[src/rtl/mux_arb_pkg.sv]
// Shared constants and state encoding for the 16:1 mux round-robin arbiter.
// Latency: n/a (definitions only).
// Backpressure: n/a (definitions only).
package mux_arb_pkg;

    localparam int NREQ  = 16;
    localparam int SEL_W = 4;
    localparam int CNT_W = 8;

    typedef enum logic {
        ST_IDLE = 1'b0,
        ST_OWN  = 1'b1
    } arb_state_t;

endpackage

[src/rtl/rr_pick16.sv]
// Round-robin winner search over 16 requests, starting just after the last owner.
// Latency: purely combinational, zero cycles.
// Backpressure: none; result is valid whenever any is high.
module rr_pick16
    import mux_arb_pkg::*;
(
    input  logic [NREQ-1:0]  req,
    input  logic [SEL_W-1:0] last,
    output logic [SEL_W-1:0] winner,
    output logic             any
);

    logic [SEL_W-1:0]  start;
    logic [2*NREQ-1:0] dbl;
    logic [NREQ-1:0]   rot;
    logic [SEL_W-1:0]  idx;

    // Rotate right by last+1 so bit 0 of rot is the highest-priority requester.
    assign start = last + SEL_W'(1);
    assign dbl   = {req, req} >> start;
    assign rot   = dbl[NREQ-1:0];

    // Find-first-set: scan downward so the lowest set bit is the one left in idx.
    always_comb begin
        idx = '0;
        for (int i = NREQ - 1; i >= 0; i--) begin
            if (rot[i]) idx = SEL_W'(i);
        end
    end

    // Undo the rotation; 4-bit wrap gives the modulo-16 add for free.
    assign winner = idx + start;
    assign any    = |req;

endmodule

[src/rtl/mux16_rr_arbiter.sv]
// Round-robin arbiter owning the select lines of a shared 16:1 mux.
// Latency: grant one edge after req seen in IDLE; release one edge after done/drop/hold-limit.
// Backpressure: waiting requesters simply hold req; the hold limit bounds each owner's tenure.
module mux16_rr_arbiter
    import mux_arb_pkg::*;
#(
    parameter int unsigned MAX_HOLD = 8
) (
    input  logic             clk,
    input  logic             rst,
    input  logic [NREQ-1:0]  req,
    input  logic             done,
    output logic [NREQ-1:0]  grant,
    output logic [SEL_W-1:0] sel,
    output logic             busy,
    output logic             preempt
);

    localparam logic [CNT_W-1:0] HOLD_LIM = CNT_W'(MAX_HOLD - 1);

    arb_state_t       state, state_nxt;
    logic [CNT_W-1:0] cnt, cnt_nxt;
    logic [SEL_W-1:0] last, last_nxt;
    logic [SEL_W-1:0] sel_nxt;
    logic [NREQ-1:0]  grant_nxt;
    logic             preempt_nxt;

    logic [SEL_W-1:0] pick_winner;
    logic             pick_any;
    logic             at_limit;
    logic             others;
    logic             rel;

    rr_pick16 u_pick (
        .req    (req),
        .last   (last),
        .winner (pick_winner),
        .any    (pick_any)
    );

    // Release conditions for the current owner; grant is one-hot at sel while owning.
    assign at_limit = (cnt == HOLD_LIM);
    assign others   = |(req & ~grant);
    assign rel      = done | ~req[sel] | (at_limit & others);
    assign busy     = |grant;

    // Next-state and next-output logic: arbitrate in IDLE, watch for release in OWN.
    always_comb begin
        state_nxt   = state;
        grant_nxt   = grant;
        sel_nxt     = sel;
        last_nxt    = last;
        cnt_nxt     = cnt;
        preempt_nxt = 1'b0;
        case (state)
            ST_IDLE: begin
                if (pick_any) begin
                    state_nxt = ST_OWN;
                    sel_nxt   = pick_winner;
                    grant_nxt = NREQ'(1) << pick_winner;
                    cnt_nxt   = '0;
                end
            end
            ST_OWN: begin
                if (rel) begin
                    state_nxt   = ST_IDLE;
                    grant_nxt   = '0;
                    last_nxt    = sel;
                    // Only a forced revoke counts: owner still wants it and did not finish.
                    preempt_nxt = at_limit & others & ~done & req[sel];
                end else if (!at_limit) begin
                    cnt_nxt = cnt + CNT_W'(1);
                end
            end
            default: begin
                state_nxt = ST_IDLE;
                grant_nxt = '0;
            end
        endcase
    end

    // State and output registers; reset restores last=15 so the first search starts at 0.
    always_ff @(posedge clk) begin
        if (rst) begin
            state   <= ST_IDLE;
            grant   <= '0;
            sel     <= '0;
            last    <= '1;
            cnt     <= '0;
            preempt <= 1'b0;
        end else begin
            state   <= state_nxt;
            grant   <= grant_nxt;
            sel     <= sel_nxt;
            last    <= last_nxt;
            cnt     <= cnt_nxt;
            preempt <= preempt_nxt;
        end
    end

endmodule

[config.mk]
export PLATFORM = sky130hd
export DESIGN_NAME = mux16_rr_arbiter
export DESIGN_NICKNAME = d
export VERILOG_FILES = /design/src/rtl/mux_arb_pkg.sv /design/src/rtl/rr_pick16.sv /design/src/rtl/mux16_rr_arbiter.sv
export SDC_FILE = /design/constraint.sdc
export NUM_CORES = 1
export LEC_CHECK = 0
export BUFFER_PORTS_ARGS = -buffer_cell sky130_fd_sc_hd__buf_2
export CORE_AREA = 2 2 106 108
export CTS_CLUSTER_DIAMETER = 40
export DETAILED_ROUTE_END_ITERATION = 6
export DIE_AREA = 0 0 108 110
export PLACE_DENSITY = 0.44
export SLEW_MARGIN = 0
export SYNTH_ARGS = -nofsm -noshare
export SYNTH_HDL_FRONTEND = slang
export SYNTH_SLANG_ARGS = --single-unit
[constraint.sdc]
create_clock -name clk -period 8.5 [get_ports clk]
set_input_delay 1.7 -clock clk [delete_from_list [all_inputs] [get_ports clk]]
set_output_delay 1.7 -clock clk [all_outputs]
set_load 0.02 [all_outputs]
==> metrics.txt <==
status=finished clean; Slew Limit Fails=0; r2r worst-path depth=17; Crit Path Class=reg2reg; fin crit period=5190 ps; combinational share of power=0.709; RSZ-0062 raised after global routing=no; worst hold slack=490 ps; Max Fclk=0.193 GHz; register clock-pin slew on the reported worst setup and hold paths=80 ps; DIE WIDTH=108 um; Routed wire per std cell=19.1 um; worst clock skew=8.23 ps; worst-path cell chain=ha_1 -> buf_4 -> mux2_2 -> mux4_1 -> mux2i_1 -> nor2b_1 -> a21oi_1 -> o31ai_1 -> a22o_1 -> ha_1 -> a21oi_1 -> nor2b_1 -> nor2_1 -> xnor2_1 -> nor3_1 -> nand3_1 -> nand3_1; Most Crowded Layer GR=met2; post-synthesis compound-gate area fraction=0.111; Post CTS Setup Buffer Count=0; Layout Cells excl Fill=539; ant diodes=0; Hold Path Class=reg2reg; hpwl dp=7.94 mm; Post-Layout Inst Area=3560 um^2; Sw Share=0.512; Pleak=0.00143 uW; die height=110 um; Yosys top cell area share=0.216; number of global-route vias before repair=2863; mux contribution to synthesized area=0.276; most frequent cells in the layout=nand3_1, buf_2, nand2_1, dfxtp_1, mux2i_1; Mapped Area=3140 um^2; clk_lat worst skew=290 ps; clock power share=0.110; final number of hold-violating endpoints=0; CTS tree=yes; placed insts=531; ys async rst share=0; Max Cap Viol=0; CTS Buf Count=5; CTS Hold Bufs=0; Main synth FF type=dfxtp_1; total power=1390 uW; worst-path maximum fanout=25; Clk Tree Root Cell=clkbuf_8; PostCTS Resize Cnt=0; largest family of logic cells by synthesized area=simple AND/OR/NAND/NOR gates; RD Place Congestion=0.883; Period Utilization, post-route=0.611; nets=423; Post-Synth Simple-Gate Area=0.281; 1st-iter DRT viols=117; CORE AREA=10700 um^2; Initial Util=0.294; most common cell after layout, fill and taps aside=nand3_1; Sum Neg Setup Slack=0 ps; Post-synth EDFFs=0; CP endpoint kind=flop; Synth Net Count=392; critical path launch point type=flop; Max Buffers Root-to-Sink=2; initial antenna violation count=0; CP max stage delay=940 ps; Total GRT Usage=0.180; sequential element share of the synthesized area=0.216; global-route wire length before repair=16.3 mm; Sink Count=34; grt met2 use=0.280; internal power=676 uW; Area growth syn-to-layout=13.1%; die area=11900 um^2; Post-DP Area=3440 um^2; H-tree levels=2; Flop pwr share=0.181; DRC=0; # IOs=41; Synth Area per Inst=8.57 um^2; gr ovfl total=0; Slew @ Worst Pin=941 ps; Cell variety after synth=48; DR pass1 iterations=4; top cells by area, synth=dfxtp_1, mux4_2, mux2i_1; Mapped Cells=367; Synth Area in XOR/XNOR=0.0394; Worst Path Required=8680 ps; GR Util met3=0.0194; port bufs=40; share of layout cells above drive strength 1=0.218; vias per cell=5.63; Final setup violation count=0; Switch Pwr=711 uW; wirelength, routed=10.3 mm; vias=3036; Max-slew headroom=0.372; Synth Register Bits=34; yosys warns=0; met1 Use GR=0.260; largest net degree at the start of global routing=26; leading area contributor after synthesis=dfxtp_1; Critical Path AT=5370 ps; Hold Path Stages=2; Fillers=1174; Critical-path top delay cell=dfxtp_1; # rows=38; pwr dens=390 nW/um^2; Synth Area in Adders=0.0239; worst IR drop on VDD=0.000252 V; Antenna Nets Post-Route=0
-- logic make-up (layout without fill, tap and decap cells) --
group           Yosys count  after routing
simple gates            169            169
flops                    34             34
fa+ha+maj                 6              6
compound gates           53             53
mux                      59             59
xor+xnor                 12             12
buf+inv                  34             66
-- path summary, 6_finish.rpt --
path                              start  slack, ps        end
worst min register to register   cnt[7]        490     cnt[7]
worst max-delay path            last[0]       3310  grant[13]
worst max register to register  last[0]       3310  grant[13]
worst min-delay path             cnt[7]        490     cnt[7]
-- layer usage --
metal  wire length [um]  part of all wire  vias to the layer above
met3                493             0.048                       15
met5                  0                 0                        -
met4                251             0.024                        0
met2               4780              0.46                       81
met1               4760              0.46                     1484
li1                   -                 -                     1456
-- layout make-up --
class / count / area (um^2) / area share
Inverter: 13 / 51.3 / 0.0144
Timing Repair Buffer: 45 / 238 / 0.0668
Tap cell: 140 / 175 / 0.0492
Clock inverter: 3 / 45.0 / 0.0127
Clock buffer: 5 / 68.8 / 0.0193
Multi-Input combinational cell: 299 / 2300 / 0.646
Sequential cell: 34 / 681 / 0.191
-- power groups by stage --
stage	Combinational, uW	Sequential [uW]	Clock (uW)
global placement	989	258	0
finish	984	251	152
floorplan	729	257	0
CTS	990	253	157
detailed placement	984	256	0
global route	1080	260	164
-- sequential cells by signal, indices dropped and copies added (netlist names) --
name,cells
state,1
preempt,1
sel,4
grant,16
last,4
cnt,8
-- synth_stat cells (4+ instances only) --
cell type / instances
mux4_2: 14
buf_2: 4
and3_1: 6
mux2_2: 12
nor3_1: 18
xor2_1: 7
o21ai_0: 8
xnor2_1: 4
nand3b_1: 4
o2111ai_1: 9
nand4_1: 5
nor2b_1: 4
mux4_1: 5
nor2_1: 16
nand2b_1: 15
dfxtp_1: 34
a21oi_1: 10
o21ai_1: 10
nand3_1: 42
nand2_1: 38
nor4_1: 10
clkbuf_1: 13
o211ai_1: 6
inv_1: 12
ha_1: 6
mux2i_1: 27
buf_6: 4
-- worst max-delay path, delay by kind of cell, from the launching register on --
kind | cells | cell delay [ps]
simple gates | 6 | 880
compound gates | 4 | 600
xor+xnor | 1 | 730
buf+inv | 1 | 350
mux | 3 | 1150
flops | 1 | 940
fa+ha+maj | 2 | 410
-- through the flow --
step / setup slack (ps) / utilization
detailed placement: 3130 / 0.322
CTS: 3300 / 0.333
floorplan: 3770 / -
global placement: 3120 / 0.322
finish: 3310 / 0.333
global route: 2820 / 0.333
Note: power is estimated with default switching activity, not from simulation.
